### src/rtl/reg_file_mp_pkg.sv
// Shared definitions for the multi-port register file: clear FSM encodings and default geometry.
package reg_file_mp_pkg;

   localparam logic RF_IDLE     = 1'b0;
   localparam logic RF_CLEARING = 1'b1;

   localparam int unsigned RF_DEF_WIDTH = 8;
   localparam int unsigned RF_DEF_DEPTH = 8;

endpackage

### src/rtl/reg_file_clear_fsm.sv
// Sequential clear engine: walks an index from 0 to DEPTH-1, one register per cycle.
module reg_file_clear_fsm
   import reg_file_mp_pkg::*;
#(
   parameter int unsigned DEPTH = RF_DEF_DEPTH,
   parameter int unsigned AW    = $clog2(DEPTH)
) (
   input  logic          i_clk,
   input  logic          i_rst_n,
   input  logic          i_clear,
   output logic          o_busy,
   output logic          o_clr_en,
   output logic [AW-1:0] o_clr_idx
);

   localparam logic [AW-1:0] LAST_IDX = AW'(DEPTH - 1);

   logic          r_state;
   logic [AW-1:0] r_idx;
   logic          w_busy;

   always_ff @(posedge i_clk) begin
      if (!i_rst_n) begin
         r_state <= RF_IDLE;
         r_idx   <= '0;
      end else begin
         case (r_state)
            RF_IDLE: begin
               if (i_clear) begin
                  r_state <= RF_CLEARING;
                  r_idx   <= '0;
               end
            end
            default: begin
               // Terminal compare instead of wrap: the last index ends the sweep.
               if (r_idx == LAST_IDX) begin
                  r_state <= RF_IDLE;
               end else begin
                  r_idx <= r_idx + AW'(1);
               end
            end
         endcase
      end
   end

   assign w_busy    = (r_state == RF_CLEARING);
   assign o_busy    = w_busy;
   assign o_clr_en  = w_busy;
   assign o_clr_idx = r_idx;

endmodule

### src/rtl/reg_file_mp.sv
// Multi-read-port register file with write bypass, per-register pending scoreboard and
// a sequential clear engine.
module reg_file_mp
   import reg_file_mp_pkg::*;
#(
   parameter int unsigned WIDTH    = RF_DEF_WIDTH,
   parameter int unsigned DEPTH    = RF_DEF_DEPTH,
   parameter int unsigned NREAD    = 2,
   parameter int unsigned BYPASS   = 1,
   parameter int unsigned ZERO_REG = 0
) (
   input  logic                             CLK,
   input  logic                             RESET,
   input  logic [WIDTH-1:0]                 IN,
   input  logic [$clog2(DEPTH)-1:0]         INADDRESS,
   input  logic                             WRITE,
   input  logic [NREAD*$clog2(DEPTH)-1:0]   RADDR,
   output logic [NREAD*WIDTH-1:0]           OUT,
   input  logic                             RESERVE,
   input  logic [$clog2(DEPTH)-1:0]         RESADDRESS,
   output logic [NREAD-1:0]                 PENDING,
   input  logic                             CLEAR,
   output logic                             BUSY
);

   localparam int unsigned AW = $clog2(DEPTH);

   logic [WIDTH-1:0] r_mem [DEPTH];
   logic [DEPTH-1:0] r_pend;

   logic          w_busy;
   logic          w_clr_en;
   logic [AW-1:0] w_clr_idx;
   logic          w_wr;
   logic          w_rsv;

   reg_file_clear_fsm #(
      .DEPTH (DEPTH),
      .AW    (AW)
   ) u_clear_fsm (
      .i_clk     (CLK),
      .i_rst_n   (RESET),
      .i_clear   (CLEAR),
      .o_busy    (w_busy),
      .o_clr_en  (w_clr_en),
      .o_clr_idx (w_clr_idx)
   );

   // Writes and reserves are dropped outright while clearing, and never touch r0 in ZERO_REG mode.
   assign w_wr  = WRITE && !w_busy && !((ZERO_REG != 0) && (INADDRESS == '0));
   assign w_rsv = RESERVE && !w_busy && !((ZERO_REG != 0) && (RESADDRESS == '0));

   always_ff @(posedge CLK) begin
      if (!RESET) begin
         for (int unsigned i = 0; i < DEPTH; i++) begin
            r_mem[i] <= '0;
         end
         r_pend <= '0;
      end else if (w_clr_en) begin
         r_mem[w_clr_idx]  <= '0;
         r_pend[w_clr_idx] <= 1'b0;
      end else begin
         if (w_wr) begin
            r_mem[INADDRESS]  <= IN;
            r_pend[INADDRESS] <= 1'b0;
         end
         // Later assignment wins: a reserve marks the newer producer over a same-cycle write.
         if (w_rsv) begin
            r_pend[RESADDRESS] <= 1'b1;
         end
      end
   end

   for (genvar k = 0; k < NREAD; k++) begin : g_rd
      logic [AW-1:0] w_ra;
      logic          w_zero;
      logic          w_byp;

      assign w_ra   = RADDR[k*AW +: AW];
      assign w_zero = (ZERO_REG != 0) && (w_ra == '0);
      assign w_byp  = (BYPASS != 0) && w_wr && (INADDRESS == w_ra);

      assign OUT[k*WIDTH +: WIDTH] = w_zero ? '0 : (w_byp ? IN : r_mem[w_ra]);
      assign PENDING[k]            = !w_zero && r_pend[w_ra];
   end

   assign BUSY = w_busy;

endmodule

### config.mk
export PLATFORM = sky130hd
export DESIGN_NAME = reg_file_mp
export DESIGN_NICKNAME = d
export VERILOG_FILES = /design/src/rtl/reg_file_mp_pkg.sv /design/src/rtl/reg_file_clear_fsm.sv /design/src/rtl/reg_file_mp.sv
export SDC_FILE = /design/constraint.sdc
export NUM_CORES = 1
export LEC_CHECK = 0
export ABC_CLOCK_PERIOD_IN_PS = 4700
export CORE_ASPECT_RATIO = 0.8
export CORE_MARGIN = 3
export CORE_UTILIZATION = 30
export CTS_CLUSTER_DIAMETER = 120
export DETAILED_ROUTE_END_ITERATION = 6
export SYNTH_ARGS = -nofsm -noshare
export SYNTH_HDL_FRONTEND = slang
export SYNTH_HIERARCHICAL = 1
export SYNTH_SLANG_ARGS = --single-unit
### constraint.sdc
create_clock -name CLK -period 4.7 [get_ports CLK]
set_input_delay 0.705 -clock CLK [delete_from_list [all_inputs] [get_ports CLK]]
set_output_delay 0.705 -clock CLK [all_outputs]
set_load 0.01 [all_outputs]
==> results_dict.tcl, run 1 <==
set metrics [dict create \
    period_share_pct 85.63 \
    grt_overflow 0 \
    fmax_mhz 248.5 \
    area_growth_syn_to_layout_pct 21.55 \
    netlist.area_leader.share_pct 41.64 \
    tightest_slew_ns 0.7965 \
    cts_max_path_buffers 2 \
    drc 0 \
    cts_tree "built" \
    total_of_cells_resized_after_clock_tree_synthesis 0 \
    holdCritPathClass "register to register" \
    antenna_found_initial 0 \
    synth_area_leader_cell "sky130_fd_sc_hd__edfxtp_1" \
    final_net_count 410 \
    timing_worst_setup_path_type "primary input to output port" \
    initialDrtViolationCount 233 \
    path_clk_slew_ns 0.06 \
    first_global_vias 3309 \
    post_dp_cell_area_sq_um 5271 \
    post-cts-setup-buffers 0 \
    final_layout_size_suffix_gt1_share_pct 23.51 \
    cell_area_synth_sq_um 4616 \
    peakVddDrop_mv 0.1449 \
    totalWireLength_microns 12430 \
    io_buffer_count 43 \
    timing.max_slew.rel_slack_pct 46.82 \
    clkSinkCount 76 \
    route.antenna.remaining_nets 0 \
    ys_top_cells_by_count "64 x sky130_fd_sc_hd__edfxtp_1, 63 x sky130_fd_sc_hd__nor3_1, 35 x sky130_fd_sc_hd__mux2_2" \
    power.density_nw_per_um2 330.7 \
    top_count_cell_post_synth "sky130_fd_sc_hd__edfxtp_1" \
    postSynth.asyncResetShare_pct 0 \
    synthesis.area_per_instance_sq_um 13.78 \
    dieWidth_microns 144.7 \
    numCtsBuffers 9 \
    cts_hold_buffers 0 \
    synth_cells 335 \
    die_height_microns 116.9 \
    synth_seq_cells 76 \
    synth_area_leaders "sky130_fd_sc_hd__edfxtp_1 42%, sky130_fd_sc_hd__mux4_1 13%, sky130_fd_sc_hd__mux2_2 8.5%" \
    number_of_synthesized_flops_with_an_enable_pin 64 \
    vias 3205 \
    core_area_sq_um 14690 \
    timing.critical_path.required_ns 3.99 \
    worst_skew_pair.late_latency_ns 0.34 \
    syn_nets 362 \
    setup.worst_path.end_class "output port" \
    gp_congestion 0.8367 \
    hpwlAfterDp_microns 8371 \
    yosys_warnings 6 \
    post-route-util_pct 38.20 \
    period_needed_ns 4.025 \
    yosys.cell_types.count 37 \
    status "complete, no violations" \
    timing.final.max_slew_violations 0 \
    synth_sequential_area_ratio_pct 46.84 \
    hold-worst-slack_ns 0.5460 \
    setup_total_negative_slack_ns 0 \
    cp.arrival_ns 3.32 \
    grt_setup_unrepaired "no" \
    count_of_endpoints_failing_setup_in_the_final_report 0 \
    vias_per_cell 5.414 \
    detailedRoute.firstPassIterationCount 4 \
    crit_path_start_kind "primary input" \
    ios 44 \
    filler_cell_count 1377 \
    antenna_cells_inserted 0 \
    final_area_sq_um 5610 \
    postSynth.topFlopCell "sky130_fd_sc_hd__edfxtp_1" \
    report.final.hold_viol_count 0 \
    placement_rows 39 \
    die_area_sq_um 16920 \
    grt_pass1_wl_microns 18710 \
    routed_wire_length_per_instance_microns 20.99 \
    h_tree_depth 3 \
    groute.usage.overall_pct 14.93 \
    initial_core_utilization_pct 31.43 \
    power.leakage_uw 0.001901 \
    worst-path-max-fanout 19 \
    worst_clock_skew_ns 0.007017 \
    max-cap-violations 0 \
    largest_net_degree_at_the_start_of_global_routing 26 \
    root_buffer "sky130_fd_sc_hd__clkbuf_16" \
]
==> cells by family after synthesis <==
logic type               count (synthesis)  synth area share [%]
AND/OR/NAND/NOR                        109                 12.71
flip-flops                              76                 46.84
multiplexers                            74                 28.76
AO/OA/AOI/OAI                           38                 5.313
buffers and inverters                   30                 4.689
XOR/XNOR                                 6                 1.139
adder cells (fa/ha/maj)                  2                0.5421
==> worst max-delay path: stages <==
cell                              delay [ns]
sky130_fd_sc_hd__clkdlybuf4s50_1        0.46
sky130_fd_sc_hd__buf_4                  0.34
sky130_fd_sc_hd__xnor2_1                0.16
sky130_fd_sc_hd__nand4_1                0.63
sky130_fd_sc_hd__mux2_2                 0.53
sky130_fd_sc_hd__clkdlybuf4s50_1        0.48
==> sequential cells by signal (all words and copies together), names as in the netlist <==
signal,flops
r_mem,64
r_pend,8
u_clear_fsm/o_busy,1
u_clear_fsm/o_clr_idx,3
==> per-layer routing <==
| layer | GRT usage [%] | part of all wire (%) | vias up |
|---|---|---|---|
| met5 | 0 | 0 | - |
| met4 | 4.351 | 1.5 | 0 |
| met3 | 2.234 | 6.5 | 12 |
| met2 | 25.02 | 49 | 116 |
| met1 | 20.31 | 43 | 1612 |
| li1 | - | - | 1465 |
==> layout by cell type, fill, tap and decap left out, types with 2 or more instances in the layout <==
| cell type | n |
|---|---|
| sky130_fd_sc_hd__mux2_4 | 2 |
| sky130_fd_sc_hd__clkinvlp_4 | 2 |
| sky130_fd_sc_hd__o21ai_0 | 20 |
| sky130_fd_sc_hd__mux4_1 | 22 |
| sky130_fd_sc_hd__nor2_1 | 3 |
| sky130_fd_sc_hd__o31ai_1 | 7 |
| sky130_fd_sc_hd__nand4b_1 | 2 |
| sky130_fd_sc_hd__nand4_1 | 2 |
| sky130_fd_sc_hd__mux2_2 | 35 |
| sky130_fd_sc_hd__dfxtp_1 | 12 |
| sky130_fd_sc_hd__nand2b_1 | 5 |
| sky130_fd_sc_hd__clkdlybuf4s50_1 | 43 |
| sky130_fd_sc_hd__nand4bb_1 | 2 |
| sky130_fd_sc_hd__bufinv_16 | 3 |
| sky130_fd_sc_hd__buf_4 | 21 |
| sky130_fd_sc_hd__nor2b_1 | 4 |
| sky130_fd_sc_hd__nand3_1 | 2 |
| sky130_fd_sc_hd__mux4_2 | 14 |
| sky130_fd_sc_hd__a221oi_1 | 8 |
| sky130_fd_sc_hd__edfxtp_1 | 64 |
| sky130_fd_sc_hd__xnor2_1 | 6 |
| sky130_fd_sc_hd__ha_1 | 2 |
| sky130_fd_sc_hd__nor3_1 | 63 |
| sky130_fd_sc_hd__a21o_1 | 2 |
| sky130_fd_sc_hd__nand2_1 | 20 |
| sky130_fd_sc_hd__clkbuf_16 | 9 |
==> layout make-up <==
cell class	instances	area, sq um	share of cell area (%)
clock buffers	9	225.2	4.014
well taps	205	256.5	4.572
inverters	2	7.507	0.1338
repair buffers	65	608.1	10.84
multi-input cells	229	2237	39.88
clock inverters	6	113.9	2.029
flip-flops and latches	76	2162	38.54
==> report_power, final <==
group | total [uW] | switching [uW] | internal, uW
Sequential | 776 | 19.9 | 756
Combinational | 284 | 137 | 147
Clock | 796 | 279 | 517
==> stage by stage <==
step / setup slack [ns] / power (uW) / std cells
after CTS: 0.6881 / 1862 / 592
after global placement: 0.6829 / 1068 / 577
after global routing: 0.5800 / 1912 / 592
after detailed placement: 0.6968 / 1075 / 577
final: 0.6752 / 1856 / 592
after floorplan: 1.989 / 957.2 / 335
==> path summary, 6_finish.rpt <==
check / depth (start not counted) / slack, ns / start / to
worst max-delay path: 6 / 0.68 / RADDR[3] / OUT[11]
worst max register to register: 5 / 1.98 / u_clear_fsm/o_busy$_SDFF_PN0_ / r_mem[0][6]$_SDFFCE_PN0P_
worst min register to register: 2 / 0.55 / r_pend[6]$_SDFF_PN0_ / r_pend[6]$_SDFF_PN0_
worst min-delay path: 2 / 0.55 / r_pend[6]$_SDFF_PN0_ / r_pend[6]$_SDFF_PN0_
(Power assumes the default switching activity.)
==> run 2, diff against run 1 <==
--- a/config.mk
+++ b/config.mk
@@ -8,9 +8,12 @@
 export ABC_CLOCK_PERIOD_IN_PS = 4700
 export CORE_ASPECT_RATIO = 0.8
 export CORE_MARGIN = 3
-export CORE_UTILIZATION = 30
+export CORE_UTILIZATION = 50
+export CTS_BUF_LIST = sky130_fd_sc_hd__clkbuf_4 sky130_fd_sc_hd__clkbuf_8 sky130_fd_sc_hd__clkbuf_16
 export CTS_CLUSTER_DIAMETER = 120
+export CTS_CLUSTER_SIZE = 28
 export DETAILED_ROUTE_END_ITERATION = 6
+export PLACE_DENSITY = 0.71
 export SYNTH_ARGS = -nofsm -noshare
 export SYNTH_HDL_FRONTEND = slang
 export SYNTH_HIERARCHICAL = 1
==> run 2 against run 1 <==
Worst setup slack lost 0.031 ns; register-to-register slack worse by 0.24 ns; first-iteration DRC count increased by 23%; fmax decreased by 0.77%; clock power down 4.9%; highest routed layer unchanged; total power down 2.2%; count of clock-buffer cells in the layout did not move; critical path depth unchanged; routed wire length is 4.2% lower; via count grew 3.7%; utilization up 24 points; die area down 38%.
==> results_dict.tcl, run 2 (same netlist as run 1, synthesis figures left out) <==
set metrics [dict create \
    status "complete, no violations" \
    core_area_sq_um 8746 \
    timing_worst_setup_path_type "primary input to output port" \
    gp_congestion 0.7883 \
    worst-path-max-fanout 19 \
    max-cap-violations 0 \
    cp.arrival_ns 3.35 \
    die_height_microns 91.94 \
    registers.top_by_ff_count "r_mem" \
    setup_total_negative_slack_ns 0 \
    cts_hold_buffers 0 \
    layout_commonest_cell "sky130_fd_sc_hd__edfxtp_1" \
    crit_path_start_kind "primary input" \
    worst_path_dominant_cell_family "buffers and inverters" \
    timing.critical_path.required_ns 3.99 \
    cts_max_path_buffers 2 \
    met3_wirelength_microns 1101 \
    vias 3323 \
    count_of_endpoints_failing_setup_in_the_final_report 0 \
    grt_overflow 0 \
    clkSinkCount 76 \
    vias_per_cell 6.620 \
    cts_tree "built" \
    largest_net_degree_at_the_start_of_global_routing 36 \
    filler_cell_count 674 \
    initialDrtViolationCount 286 \
    grt_setup_unrepaired "no" \
    crit_path_max_incr_delay_ns 0.64 \
    total_of_cells_resized_after_clock_tree_synthesis 0 \
    report.power.total_uw 1815 \
    worstPathCellList "clkdlybuf4s50_1 -> buf_4 -> xnor2_1 -> nand4_1 -> mux2_2 -> clkdlybuf4s50_1" \
    first_global_vias 3363 \
    root_buffer "sky130_fd_sc_hd__clkbuf_16" \
    initial_core_utilization_pct 52.78 \
    dieWidth_microns 113.4 \
    ios 44 \
    mostFrequentLayoutCells "64 x sky130_fd_sc_hd__edfxtp_1, 63 x sky130_fd_sc_hd__nor3_1, 43 x sky130_fd_sc_hd__clkdlybuf4s50_1" \
    timing.max_slew.rel_slack_pct 46.69 \
    crit_path_frequent_cell "sky130_fd_sc_hd__clkdlybuf4s50_1" \
    placement_rows 30 \
    worst_skew_pair.late_latency_ns 0.34 \
    groute.usage.overall_pct 23.62 \
    top_layer "met4" \
    totalWireLength_microns 11910 \
    hold_depth 2 \
    area_growth_syn_to_layout_pct 18.73 \
    fmax_mhz 246.6 \
    antenna_cells_inserted 0 \
    wl_met1_microns 5007 \
    tightest_slew_ns 0.7913 \
    post-cts-setup-buffers 0 \
    setup.worst_path.end_class "output port" \
    cpMaxStageDelayCell "sky130_fd_sc_hd__nand4_1" \
    power.leakage_uw 0.001903 \
    numCtsBuffers 9 \
    worst_clock_skew_ns 0.006673 \
    max_ffs_per_register 64 \
    io_buffer_count 43 \
    route.met2.wl_microns 5579 \
    antenna_found_initial 0 \
    final_net_count 412 \
    h_tree_depth 3 \
    route.antenna.remaining_nets 0 \
    timing.final.max_slew_violations 0 \
    drc 0 \
    timing.critical_path.buf_inv 3 \
    die_area_sq_um 10430 \
    final_layout_size_suffix_gt1_share_pct 23.85 \
    worst_r2r_path_depth 5 \
    peakVddDrop_mv 0.2365 \
    path_clk_slew_ns 0.06 \
    hpwlAfterDp_microns 7957 \
    holdCritPathClass "register to register" \
    worstSetupPathDepth 6 \
    grt_pass1_wl_microns 18570 \
    report.final.hold_viol_count 0 \
    detailedRoute.firstPassIterationCount 5 \
    period_needed_ns 4.056 \
    routed_wire_length_per_instance_microns 23.72 \
    period_share_pct 86.30 \
    power.density_nw_per_um2 331.1 \
]
==> run 2: report_power, final <==
group          switching, uW  internal (uW)
Combinational            135            146
Clock                    288            469
Sequential              20.2            756
==> run 2: final cells by class <==
type | instances | area, sq um | share of cell area [%]
Multi-Input combinational cell | 229 | 2237 | 40.82
Clock inverter | 7 | 97.59 | 1.781
Timing Repair Buffer | 67 | 610.6 | 11.14
Tap cell | 112 | 140.1 | 2.557
Clock buffer | 9 | 225.2 | 4.110
Inverter | 2 | 7.507 | 0.1370
Sequential cell | 76 | 2162 | 39.45
==> run 2: final timing paths <==
path                                 startpoint                         to  slack (ns)
hold reg to reg            r_pend[1]$_SDFF_PN0_       r_pend[1]$_SDFF_PN0_        0.53
setup / recovery                       RADDR[3]                    OUT[14]        0.64
setup reg to reg  u_clear_fsm/o_busy$_SDFF_PN0_  r_mem[1][2]$_SDFFCE_PN0P_        1.74
hold / removal             r_pend[1]$_SDFF_PN0_       r_pend[1]$_SDFF_PN0_        0.53
==> run 2: worst min-delay path, delay by kind of cell, from the launching register on <==
family | cells | cell delay [ns]
AOI/OAI and AO/OA | 2 | 0.14
DFF | 1 | 0.33
==> run 2: through the flow <==
step	utilization [%]	cells	setup WS (ns)	hold slack [ns]	cell area, sq um
after floorplan	-	335	1.989	0.4816	4616
after global placement	58.97	486	0.7628	0.5057	5157
after detailed placement	58.97	486	0.7171	0.5213	5157
after CTS	62.66	502	0.6956	0.5301	5480
after global routing	62.66	502	0.5769	0.5623	5480
final	62.66	502	0.6441	0.5326	5480
==> run 2: per-layer routing <==
layer,track usage [%],up-vias
met3,6.069,26
met4,7.107,0
li1,-,1479
met1,32.47,1647
met2,37.18,171
met5,0,-
